**config.mk**
```make
export PLATFORM = sky130hd
export DESIGN_NAME = pulse_stretcher
export DESIGN_NICKNAME = d
export VERILOG_FILES = /design/src/rtl/pulse_stretcher_pkg.sv /design/src/rtl/ps_down_counter.sv /design/src/rtl/pulse_stretcher.sv
export SDC_FILE = /design/constraint.sdc
export NUM_CORES = 1
export LEC_CHECK = 0
export BUFFER_PORTS_ARGS = -buffer_cell sky130_fd_sc_hd__buf_2
export CELL_PAD_IN_SITES_DETAIL_PLACEMENT = 2
export CELL_PAD_IN_SITES_GLOBAL_PLACEMENT = 2
export CORE_UTILIZATION = 35
export CTS_CLUSTER_DIAMETER = 50
export CTS_CLUSTER_SIZE = 14
export DETAILED_ROUTE_END_ITERATION = 8
export PLACE_DENSITY_LB_ADDON = 0.12
export SKIP_LAST_GASP = 1
export SLEW_MARGIN = 15
export SYNTH_ARGS = -nofsm -noshare
export SYNTH_HDL_FRONTEND = slang
export SYNTH_HIERARCHICAL = 1
export SYNTH_SLANG_ARGS = --single-unit
```
**constraint.sdc**
```tcl
create_clock -name clk -period 2.9 [get_ports clk]
set_clock_uncertainty 0.15 [all_clocks]
set_input_delay 0.58 -clock clk [delete_from_list [all_inputs] [get_ports clk]]
set_output_delay 0.58 -clock clk [all_outputs]
set_load 0.01 [all_outputs]
```
**src/rtl/pulse_stretcher_pkg.sv**
```systemverilog
// Shared types and helpers for the pulse stretcher: FSM state encoding and
// the width rule for the window/gap down-counter.
package pulse_stretcher_pkg;

  typedef enum logic [1:0] {
    IDLE = 2'd0,
    HIGH = 2'd1,
    GAP  = 2'd2
  } ps_state_t;

  // Wide enough to hold max(high, gap) - 1; never narrower than one bit.
  function automatic int ps_cnt_width(input int high_cycles, input int gap_cycles);
    int m;
    m = (high_cycles > gap_cycles) ? high_cycles : gap_cycles;
    return (m <= 1) ? 1 : $clog2(m);
  endfunction

endpackage

```
**src/rtl/ps_down_counter.sv**
```systemverilog
// Loadable down-counter that parks at zero; the owner reloads it on each phase.
module ps_down_counter
  import pulse_stretcher_pkg::*;
#(
  parameter int W = 2
) (
  input  logic         clk,
  input  logic         rst,
  input  logic         load,
  input  logic         en,
  input  logic [W-1:0] load_val,
  output logic [W-1:0] count,
  output logic         zero
);

  // NOTE: sequential state uses non-blocking assignments only; reset is
  // synchronous, so it lives inside the clocked block rather than the list.
  always_ff @(posedge clk) begin
    if (rst) begin
      count <= '0;
    end else if (load) begin
      count <= load_val;
    end else if (en && (count != '0)) begin
      count <= count - W'(1);
    end
  end

  assign zero = (count == '0);

endmodule

```
**src/rtl/pulse_stretcher.sv**
```systemverilog
// Stretches single-cycle strobes into fixed high windows followed by a
// guaranteed low gap, queueing strobes that arrive mid-window.
// Optional: define PULSE_STRETCHER_RETRIGGER_EN to let strobes during HIGH
// extend the current window instead of queueing.
module pulse_stretcher
  import pulse_stretcher_pkg::*;
#(
  parameter  int HIGH_CYCLES = 4,
  parameter  int GAP_CYCLES  = 2,
  parameter  int PEND_DEPTH  = 3,
  localparam int PW          = $clog2(PEND_DEPTH + 1)
) (
  input  logic          clk,
  input  logic          rst,
  input  logic          pulse_in,
  output logic          level_out,
  output logic          busy,
  output logic [PW-1:0] pending,
  output logic          overflow
);

  localparam int          CW          = ps_cnt_width(HIGH_CYCLES, GAP_CYCLES);
  localparam logic [CW-1:0] HIGH_RELOAD = CW'(HIGH_CYCLES - 1);
  localparam logic [CW-1:0] GAP_RELOAD  = CW'(GAP_CYCLES - 1);
  localparam logic [PW-1:0] PEND_FULL   = PW'(PEND_DEPTH);

  ps_state_t     state;
  logic          cnt_load;
  logic          cnt_en;
  logic [CW-1:0] cnt_val;
  logic [CW-1:0] cnt;
  logic          cnt_zero;
  logic          retrigger;
  logic          queue_req;

`ifdef PULSE_STRETCHER_RETRIGGER_EN
  assign retrigger = (state == HIGH) && pulse_in;
`else
  assign retrigger = 1'b0;
`endif

  // A strobe is queued unless it starts a window directly or retriggers one.
  assign queue_req = pulse_in &&
                     (((state == HIGH) && !retrigger) ||
                      ((state == GAP)  && !cnt_zero));

  // NOTE: every always_comb output gets a default first so no latch is inferred.
  always_comb begin
    cnt_load = 1'b0;
    cnt_en   = 1'b0;
    cnt_val  = '0;
    unique case (state)
      IDLE: begin
        if (pulse_in) begin
          cnt_load = 1'b1;
          cnt_val  = HIGH_RELOAD;
        end
      end
      HIGH: begin
        if (retrigger) begin
          cnt_load = 1'b1;
          cnt_val  = HIGH_RELOAD;
        end else if (cnt_zero) begin
          cnt_load = 1'b1;
          cnt_val  = GAP_RELOAD;
        end else begin
          cnt_en = 1'b1;
        end
      end
      GAP: begin
        if (!cnt_zero) begin
          cnt_en = 1'b1;
        end else if (pulse_in || (pending != '0)) begin
          cnt_load = 1'b1;
          cnt_val  = HIGH_RELOAD;
        end
      end
      default: ;
    endcase
  end

  ps_down_counter #(.W(CW)) u_cnt (
    .clk      (clk),
    .rst      (rst),
    .load     (cnt_load),
    .en       (cnt_en),
    .load_val (cnt_val),
    .count    (cnt),
    .zero     (cnt_zero)
  );

  always_ff @(posedge clk) begin
    if (rst) begin
      state     <= IDLE;
      level_out <= 1'b0;
      busy      <= 1'b0;
      pending   <= '0;
      overflow  <= 1'b0;
    end else begin
      overflow <= 1'b0;
      if (queue_req) begin
        if (pending == PEND_FULL) overflow <= 1'b1;
        else                      pending  <= pending + PW'(1);
      end
      unique case (state)
        IDLE: begin
          if (pulse_in) begin
            state     <= HIGH;
            level_out <= 1'b1;
            busy      <= 1'b1;
          end
        end
        HIGH: begin
          if (!retrigger && cnt_zero) begin
            state     <= GAP;
            level_out <= 1'b0;
          end
        end
        GAP: begin
          // Last gap cycle: a live strobe wins over the queue, leaving pending as is.
          if (cnt_zero) begin
            if (pulse_in || (pending != '0)) begin
              state     <= HIGH;
              level_out <= 1'b1;
              if (!pulse_in) pending <= pending - PW'(1);
            end else begin
              state <= IDLE;
              busy  <= 1'b0;
            end
          end
        end
        default: begin
          state     <= IDLE;
          level_out <= 1'b0;
          busy      <= 1'b0;
        end
      endcase
    end
  end

endmodule

```
==> results.sh, run 1 <==
export IMPL_rr_worst_depth=9
export IMPL_grt_setup_unrepaired="no"
export IMPL_fill_cells=207
export IMPL_overflow=0
export IMPL_track_usage_pct=17.4
export IMPL_num_rows=14
export IMPL_setup_tns_ns=0
export IMPL_layout_drive_gt1_share_pct=20.0
export IMPL_synth_area_leaders="dfxtp_1 29%, ha_1 18%, a21oi_1 7.1%, inv_1 6.0%, a211oi_2 4.0%"
export IMPL_antenna_found_initial=0
export IMPL_holdCritStartpoint="level_out"
export IMPL_p_per_area_nw_per_um2=962
export IMPL_cts_buffer_depth=2
export IMPL_min_path_cells=1
export IMPL_yosysWarnings=6
export IMPL_via_count=533
export IMPL_ff_latch_area_sq_um=180
export IMPL_synth_top_area_share_pct=28.6
export IMPL_async_flop_share_pct=0
export IMPL_slew_viol_final=0
export IMPL_grt_pass1_wl_um=2460
export IMPL_cts_inserted_buffers=3
export IMPL_path_clk_slew_ns=0.07
export IMPL_cts_tree="built"
export IMPL_power_leakage_nw=0.318
export IMPL_drc=0
export IMPL_synth_area_sq_um=631
export IMPL_synth_area_per_cell_sq_um=8.52
export IMPL_place_area_sq_um=696
export IMPL_cp_arrival_ns=2.05
export IMPL_setup_violations=0
export IMPL_ctsResizeCount=0
export IMPL_clock_fmax_mhz=499
export IMPL_synth_ff_type="dfxtp_1"
export IMPL_pwr_share_clk_pct=15.2
export IMPL_hold_violations=0
export IMPL_fin_area_sq_um=722
export IMPL_slew_headroom_pct=73.2
export IMPL_synthCells=74
export IMPL_outcome="completed"
export IMPL_cp_max_fo=6
export IMPL_seqPwrFrac_pct=28.8
export IMPL_start_kind="flip-flop"
export IMPL_multiInputGateArea_sq_um=413
export IMPL_holdPathEnd="level_out"
export IMPL_nets=98
export IMPL_cts_setup_buffers=0
export IMPL_grt_pass1_vias=527
export IMPL_cap_violations=0
export IMPL_die_area_sq_um=1980
export IMPL_regToRegStartpoint="pending[0]"
export IMPL_cts_root_buf="clkbuf_4"
export IMPL_r2r_end="u_cnt/count[0]"
export IMPL_cts_sinks=9
export IMPL_worstSetupPathType="flip-flop to flip-flop"
export IMPL_period_share_pct=69.1
export IMPL_drt_vias_per_instance=4.89
export IMPL_start_util_pct=39.6
export IMPL_ys_ff_latch=9
export IMPL_cts_max_level=1
export IMPL_dp_hpwl_um=1030
export IMPL_switching_share_pct=44.2
export IMPL_port_buffers=7
export IMPL_drt_pass1_iter_count=2
export IMPL_die_h_um=44.4
export IMPL_avgRoutedWirePerCell_um=12.8
export IMPL_yosysTopAreaCell="dfxtp_1"
export IMPL_switching_power_uw=307
export IMPL_drtAntennaViolNets=0
export IMPL_ys_types=29
export IMPL_wl_um=1390
export IMPL_grt_max_degree=11
export IMPL_vdd_drop_max_uv=397
export IMPL_insertion_delay_ns=0.27
export IMPL_postCtsHoldBufs=0
export IMPL_hold_ws_ns=0.316
export IMPL_yosysMostFrequentCell="inv_1"
export IMPL_r2r_slack_ns=0.90
export IMPL_diodes=0
export IMPL_gp_congestion=0.690
export IMPL_cp_end_kind="flip-flop"
export IMPL_synth_edf_count=0
export IMPL_syn_to_final_growth_pct=14.5
export IMPL_synth_nets=86
export IMPL_worst_slew_pin_slew_ns=0.401
export IMPL_required_ns=2.94
export IMPL_io_pins=8
export IMPL_drt_iter0_drc=4
export IMPL_core_area_sq_um=1590
export IMPL_die_width_um=44.4
export IMPL_fin_crit_ns=2.00
export IMPL_hold_path_class="flip-flop to flip-flop"
export IMPL_combPwrFrac_pct=55.9
export IMPL_yosys_top_cells_count="10 x inv_1, 9 x a21oi_1, 9 x dfxtp_1, 9 x ha_1, 6 x nor2_1"
export IMPL_ys_seq_area_share_pct=28.6
export IMPL_power_internal_uw=387
## final cells by class
class,instances,area share (%)
Multi-Input combinational cell,55,57.2
Clock buffer,4,3.64
Sequential cell,9,25.0
Timing Repair Buffer,7,4.85
Inverter,10,5.20
Tap cell,24,4.16
## placed cells by master, fill, tap and decap left out
| cell type | netlist | routed |
|---|---|---|
| a211oi_1 | 1 | 1 |
| a211oi_2 | 2 | 2 |
| a21oi_1 | 9 | 9 |
| a21oi_2 | 1 | 1 |
| and2_2 | 1 | 1 |
| and2b_1 | 1 | 1 |
| and2b_2 | 1 | 1 |
| and4bb_1 | 1 | 1 |
| buf_2 | 0 | 7 |
| clkbuf_1 | 0 | 1 |
| clkbuf_4 | 0 | 3 |
| dfxtp_1 | 9 | 9 |
| ha_1 | 9 | 9 |
| inv_1 | 10 | 10 |
| mux2i_1 | 1 | 1 |
| nand2_1 | 5 | 5 |
| nand2b_1 | 1 | 1 |
| nand3b_1 | 1 | 1 |
| nor2_1 | 6 | 6 |
| nor2b_1 | 1 | 1 |
| nor2b_4 | 1 | 1 |
| nor3_1 | 1 | 1 |
| nor3b_1 | 1 | 1 |
| o211ai_1 | 1 | 1 |
| o21a_1 | 2 | 2 |
| o21ai_0 | 2 | 2 |
| o21ai_1 | 1 | 1 |
| o21bai_1 | 1 | 1 |
| o22ai_2 | 1 | 1 |
| or2b_1 | 1 | 1 |
| or3_1 | 1 | 1 |
| xnor2_1 | 1 | 1 |
## critical path, cell delays in order, from the launching register on
cell and delay [ns]:
dfxtp_1 0.36, inv_1 0.07, ha_1 0.20, or2b_1 0.26
and2_2 0.20, o21ai_0 0.18, a21oi_1 0.13, inv_1 0.12
nor2_1 0.07, a211oi_2 0.18
## metrics by stage
stage / cells / power, mW / utilization, % / setup slack (ns)
6_report: 109 / 0.695 / 45.3 / 0.896
5_1_grt: 109 / 0.766 / 45.3 / 0.711
4_1_cts: 109 / 0.707 / 45.3 / 0.859
3_5_place_dp: 105 / 0.592 / 43.6 / 0.826
3_3_place_gp: 105 / 0.582 / 43.6 / 0.935
2_1_floorplan: 74 / 0.495 / - / 1.06
## how the worst max path moves through the flow
stage / slack, ns / end / from
after floorplan: 1.06 / u_cnt/count[0] / pending[0]
after global placement: 0.94 / u_cnt/count[0] / pulse_in
after detailed placement: 0.83 / u_cnt/count[0] / pulse_in
after CTS: 0.86 / u_cnt/count[0] / pending[0]
after global routing: 0.71 / u_cnt/count[0] / pending[0]
final: 0.90 / u_cnt/count[0] / pending[0]
## layer usage
layer  global-route usage (%)  share of wire (%)  vias up
met5                        0                  0        -
met4                     7.27               0.93        0
met3                     6.12                2.7        2
met2                     26.5                 45        7
met1                     22.2                 52      252
li1                         -                  -      272
## power by group through the flow
stage                     combinational, mW  clock [mW]  sequential [mW]
after global placement                0.380           0            0.203
after floorplan                       0.287           0            0.207
after detailed placement              0.387           0            0.205
after CTS                             0.395       0.109            0.202
final                                 0.388       0.106            0.200
after global routing                  0.442       0.117            0.207
## flip-flops by register name, indices dropped and copies added (netlist names)
register     cells
level_out        1
u_cnt/count      2
busy             1
state            2
overflow         1
pending          2
## kinds of logic (layout without fill, tap and decap cells)
family	after synthesis	count (layout)	share of synthesized area, %
fa+ha+maj	9	9	17.9
flops	9	9	28.6
xor+xnor	1	1	1.39
mux	1	1	1.59
buf+inv	10	21	5.95
simple gates	23	23	21.8
compound gates	21	21	22.8
(Power assumes the default switching activity.)
==> run 2: changes to the inputs <==
CORE_UTILIZATION = 29   (was 35)
clock period = 1.7 ns   (was 2.9 ns; I/O delays follow)
==> run 2 against run 1 <==
Compared with the run above: largest power group unchanged; count of clock-buffer cells in the layout is the same; routed wire length rose by 34%; critical path type unchanged; global-route usage down 0.86 points; sequential share of layout area down 4.6 points; non-clock buffer count grew 17; utilization up 1.3 points; critical path depth unchanged; via count rose by 17%; sequential power up 80%.
==> results.sh, run 2 (synthesis results as in run 1) <==
export IMPL_wl_um=1870
export IMPL_num_rows=16
export IMPL_worstSetupPathType="flip-flop to flip-flop"
export IMPL_insertion_delay_ns=0.26
export IMPL_grt_pass1_wl_um=2950
export IMPL_port_buffers=7
export IMPL_cp_arrival_ns=1.72
export IMPL_switching_share_pct=40.8
export IMPL_grt_setup_unrepaired="yes"
export IMPL_cts_root_buf="clkbuf_4"
export IMPL_path_clk_slew_ns=0.07
export IMPL_cts_max_level=1
export IMPL_power_internal_uw=958
export IMPL_slew_viol_final=0
export IMPL_clock_fmax_mhz=596
export IMPL_dp_hpwl_um=1320
export IMPL_drt_pass1_iter_count=2
export IMPL_drtAntennaViolNets=0
export IMPL_die_area_sq_um=2360
export IMPL_drc=0
export IMPL_die_h_um=48.6
export IMPL_grt_max_degree=10
export IMPL_diodes=0
export IMPL_antenna_found_initial=0
export IMPL_ff_latch_area_sq_um=190
export IMPL_cp_end_kind="flip-flop"
export IMPL_drt_vias_per_instance=4.82
export IMPL_die_width_um=48.6
export IMPL_final_common_cell="buf_4"
export IMPL_fin_crit_ns=1.68
export IMPL_start_util_pct=31.5
export IMPL_multiInputGateArea_sq_um=477
export IMPL_avgRoutedWirePerCell_um=14.5
export IMPL_grt_pass1_vias=649
export IMPL_vdd_drop_max_uv=686
export IMPL_hold_violations=0
export IMPL_nets=115
export IMPL_track_usage_pct=16.5
export IMPL_cts_sinks=9
export IMPL_power_leakage_nw=0.407
export IMPL_worst_slew_pin_slew_ns=0.242
export IMPL_io_pins=8
export IMPL_setup_tns_ns=0
export IMPL_syn_to_final_growth_pct=48.0
export IMPL_setup_violations=0
export IMPL_layout_drive_gt1_share_pct=50.0
export IMPL_cts_buffer_depth=2
export IMPL_seqPwrFrac_pct=22.3
export IMPL_fill_cells=217
export IMPL_postCtsHoldBufs=0
export IMPL_reg_top3="pending x2, state x2, u_cnt/count x2"
export IMPL_required_ns=1.74
export IMPL_layout_common_cells="16 x buf_4, 8 x a21oi_1, 7 x buf_2"
export IMPL_cp_max_fo=4
export IMPL_pwr_share_clk_pct=10.8
export IMPL_gp_congestion=0.693
export IMPL_start_kind="flip-flop"
export IMPL_via_count=622
export IMPL_period_share_pct=98.8
export IMPL_cap_violations=0
export IMPL_fin_util_pct=46.6
export IMPL_combPwrFrac_pct=66.9
export IMPL_p_per_area_nw_per_um2=1730
export IMPL_switching_power_uw=659
export IMPL_core_area_sq_um=2000
export IMPL_drt_iter0_drc=1
export IMPL_hold_path_class="input port to flip-flop"
export IMPL_cts_tree="built"
export IMPL_slew_headroom_pct=83.8
export IMPL_outcome="completed"
export IMPL_cts_inserted_buffers=3
export IMPL_overflow=0
[run 2: power groups by stage]
| stage | registers [mW] | clock network [mW] | logic (mW) |
|---|---|---|---|
| 3_5_place_dp | 0.339 | 0 | 0.910 |
| 4_1_cts | 0.337 | 0.180 | 0.951 |
| 6_report | 0.360 | 0.175 | 1.08 |
| 3_3_place_gp | 0.334 | 0 | 0.864 |
| 2_1_floorplan | 0.361 | 0 | 0.516 |
| 5_1_grt | 0.369 | 0.193 | 1.19 |
[run 2: final timing paths]
path / cells past startpoint / slack [ns] / start / end
worst min-delay path: 2 / 0.22 / rst / state[0]
worst max register to register: 9 / 0.02 / pending[0] / u_cnt/count[0]
worst min register to register: 1 / 0.32 / level_out / level_out
worst max-delay path: 9 / 0.02 / pending[0] / u_cnt/count[0]
[run 2: metal layers]
layer  wire (um)  track usage, %  up-vias
li1            -               -      308
met1         769            18.4      305
met2        1040            30.3        7
met3          47            5.66        2
met4          12            2.94        0
met5           0               0        -
[run 2: final cells by class]
class                      instances  area share (%)
timing repair buffer              24            17.8
inverter                          10            4.29
tap                               27            3.62
sequential                         9            20.4
multi-input combinational         55            51.1
clock buffer                       4            2.82
[run 2: worst max-delay path, cell delays in order, from the launching register on]
cell      delay (ns)
dfxtp_4         0.36
inv_4           0.04
ha_4            0.16
or2b_1          0.17
and2_4          0.15
o21ai_2         0.05
a21oi_2         0.20
inv_2           0.08
buf_6           0.11
a211oi_2        0.15
[run 2: what timing repair did]
item / CTS / global route
gates resized for setup: 5 / 13
buffers inserted: 0 / 4
endpoints found under the setup margin: 6 / 7
hold endpoints to repair: 0 / 0
pin swaps: 0 / 6
[run 2: metrics by stage]
stage / cells / setup WS, ns / hold WS (ns) / power [mW] / area, sq um
floorplan: 74 / 0.00110 / 0.245 / 0.877 / 647
finish: 129 / 0.0210 / 0.217 / 1.62 / 933
detailed placement: 121 / -0.0837 / 0.307 / 1.25 / 813
CTS: 125 / -0.0365 / 0.228 / 1.47 / 855
global placement: 121 / 0.00808 / 0.297 / 1.20 / 813
global route: 129 / -0.0808 / 0.255 / 1.75 / 933
==> run 3: changes to the inputs <==
CORE_UTILIZATION = 35   (was 29)
clock period = 2.1 ns   (was 1.7 ns; I/O delays follow)
==> run 3 against run 2 <==
Compared with the run above: non-clock buffer count down 16; hold slack gained 0.098 ns; sequential share of layout area grew 4.1 points; highest routed layer unchanged.
==> results.sh, run 3 (synthesis results as in run 1) <==
export IMPL_layout_common_cells="10 x inv_1, 9 x ha_1, 9 x dfxtp_1"
export IMPL_reg_top3="pending x2, state x2, u_cnt/count x2"
export IMPL_cap_violations=0
export IMPL_start_kind="flip-flop"
export IMPL_slowest_delay_ns=0.33
export IMPL_power_uw=982
export IMPL_cts_max_level=1
export IMPL_syn_to_final_growth_pct=16.9
export IMPL_path_depth=9
export IMPL_drt_vias_per_instance=4.95
export IMPL_io_pins=8
export IMPL_grt_busiest_layer="met2"
export IMPL_dpl_worst_slack_ns=0.102
export IMPL_cp_common_cell="inv_1"
export IMPL_die_area_sq_um=1980
export IMPL_nets=99
export IMPL_diodes=0
export IMPL_hold_ws_ns=0.315
export IMPL_period_share_pct=89.8
export IMPL_grtUsageMet2_pct=34.4
export IMPL_fin_crit_ns=1.89
export IMPL_insertion_delay_ns=0.26
export IMPL_power_leakage_nw=0.324
export IMPL_cts_buffer_depth=2
export IMPL_grt_max_degree=11
export IMPL_grt_setup_unrepaired="no"
export IMPL_grtUsageMet1_pct=20.2
export IMPL_outcome="completed"
export IMPL_hold_violations=0
export IMPL_gp_congestion=0.705
export IMPL_slew_viol_final=0
export IMPL_die_width_um=44.4
export IMPL_overflow=0
export IMPL_place_area_sq_um=703
export IMPL_switching_power_uw=431
export IMPL_setup_tns_ns=0
export IMPL_final_common_cell="inv_1"
export IMPL_via_count=545
export IMPL_dp_hpwl_um=1170
export IMPL_worstPathCellList="inv_1 > ha_1 > or2b_1 > and2_2 > o21ai_2 > a21oi_2 > inv_1 > nor2_1 > a211oi_2"
export IMPL_fill_cells=176
export IMPL_worstSetupPathType="flip-flop to flip-flop"
export IMPL_cts_inserted_buffers=3
export IMPL_cts_setup_buffers=0
export IMPL_path_clk_slew_ns=0.07
export IMPL_cts_tree="built"
export IMPL_grt_pass1_vias=568
export IMPL_rr_worst_depth=9
export IMPL_min_path_cells=2
export IMPL_drc=0
export IMPL_setup_violations=0
export IMPL_p_per_area_nw_per_um2=1330
export IMPL_hold_path_class="input port to flip-flop"
export IMPL_cp_end_kind="flip-flop"
export IMPL_final_cells=110
export IMPL_avgRoutedWirePerCell_um=13.5
export IMPL_vdd_drop_max_uv=796
export IMPL_die_h_um=44.4
export IMPL_combPwrFrac_pct=58.6
export IMPL_drtAntennaViolNets=0
export IMPL_layout_drive_gt1_share_pct=23.3
export IMPL_switching_share_pct=43.9
export IMPL_cts_sinks=9
export IMPL_track_usage_pct=18.7
export IMPL_wl_um=1490
export IMPL_start_util_pct=39.6
export IMPL_clock_fmax_mhz=530
export IMPL_cp_arrival_ns=1.92
export IMPL_postCtsHoldBufs=0
export IMPL_cp_max_fo=4
export IMPL_fin_util_pct=46.2
export IMPL_antenna_found_initial=0
export IMPL_seqPwrFrac_pct=27.6
export IMPL_num_rows=14
export IMPL_drt_iter0_drc=5
export IMPL_fin_ws_ns=0.214
export IMPL_port_buffers=7
export IMPL_dp_cells=106
export IMPL_drt_pass1_iter_count=4
export IMPL_cpMaxStageDelayCell="dfxtp_1"
export IMPL_core_area_sq_um=1590
export IMPL_pwr_share_clk_pct=13.8
export IMPL_cp_top_family="simple AND/OR/NAND/NOR gates"
export IMPL_slew_headroom_pct=71.7
export IMPL_fin_area_sq_um=737
export IMPL_required_ns=2.13
export IMPL_power_internal_uw=551
export IMPL_use_met3_pct=6.12
export IMPL_worst_slew_pin_slew_ns=0.425
export IMPL_critPathBufInv=2
export IMPL_cts_root_buf="clkbuf_4"
export IMPL_grt_pass1_wl_um=2620
==> run 3: changes by cell type in the layout (fill, tap and decap cells not counted), sizes merged <==
cell / before / now
buf: 24 / 8
==> run 3: area by class of cell <==
type / count / area (sq um) / area share [%]
tap: 24 / 30.0 / 4.07
timing repair buffer: 8 / 42.5 / 5.77
multi-input combinational: 55 / 420 / 57.0
inverter: 10 / 37.5 / 5.09
sequential: 9 / 180 / 24.4
clock buffer: 4 / 26.3 / 3.57
==> run 3: timing repair <==
action / CTS / global route
setup endpoints to repair: 0 / 2
hold endpoints to repair: 0 / 0
resized for setup: 0 / 3
==> run 3: final timing paths <==
path,slack [ns],end,from
max reg2reg,0.21,u_cnt/count[0],pending[1]
min reg2reg,0.34,level_out,level_out
max,0.21,u_cnt/count[0],pending[1]
min,0.32,state[0],rst
==> run 3: routing by layer <==
layer / up-vias / part of all wire (%)
met5: - / 0
met4: 0 / 0.87
met3: 2 / 1.8
met2: 5 / 53
met1: 262 / 44
li1: 276 / -
==> run 3: power groups by stage <==
stage	Combinational, mW	Clock (mW)	Sequential [mW]
CTS	0.572	0.140	0.272
global route	0.645	0.157	0.280
global placement	0.540	0	0.270
detailed placement	0.571	0	0.276
floorplan	0.397	0	0.287
finish	0.576	0.135	0.271
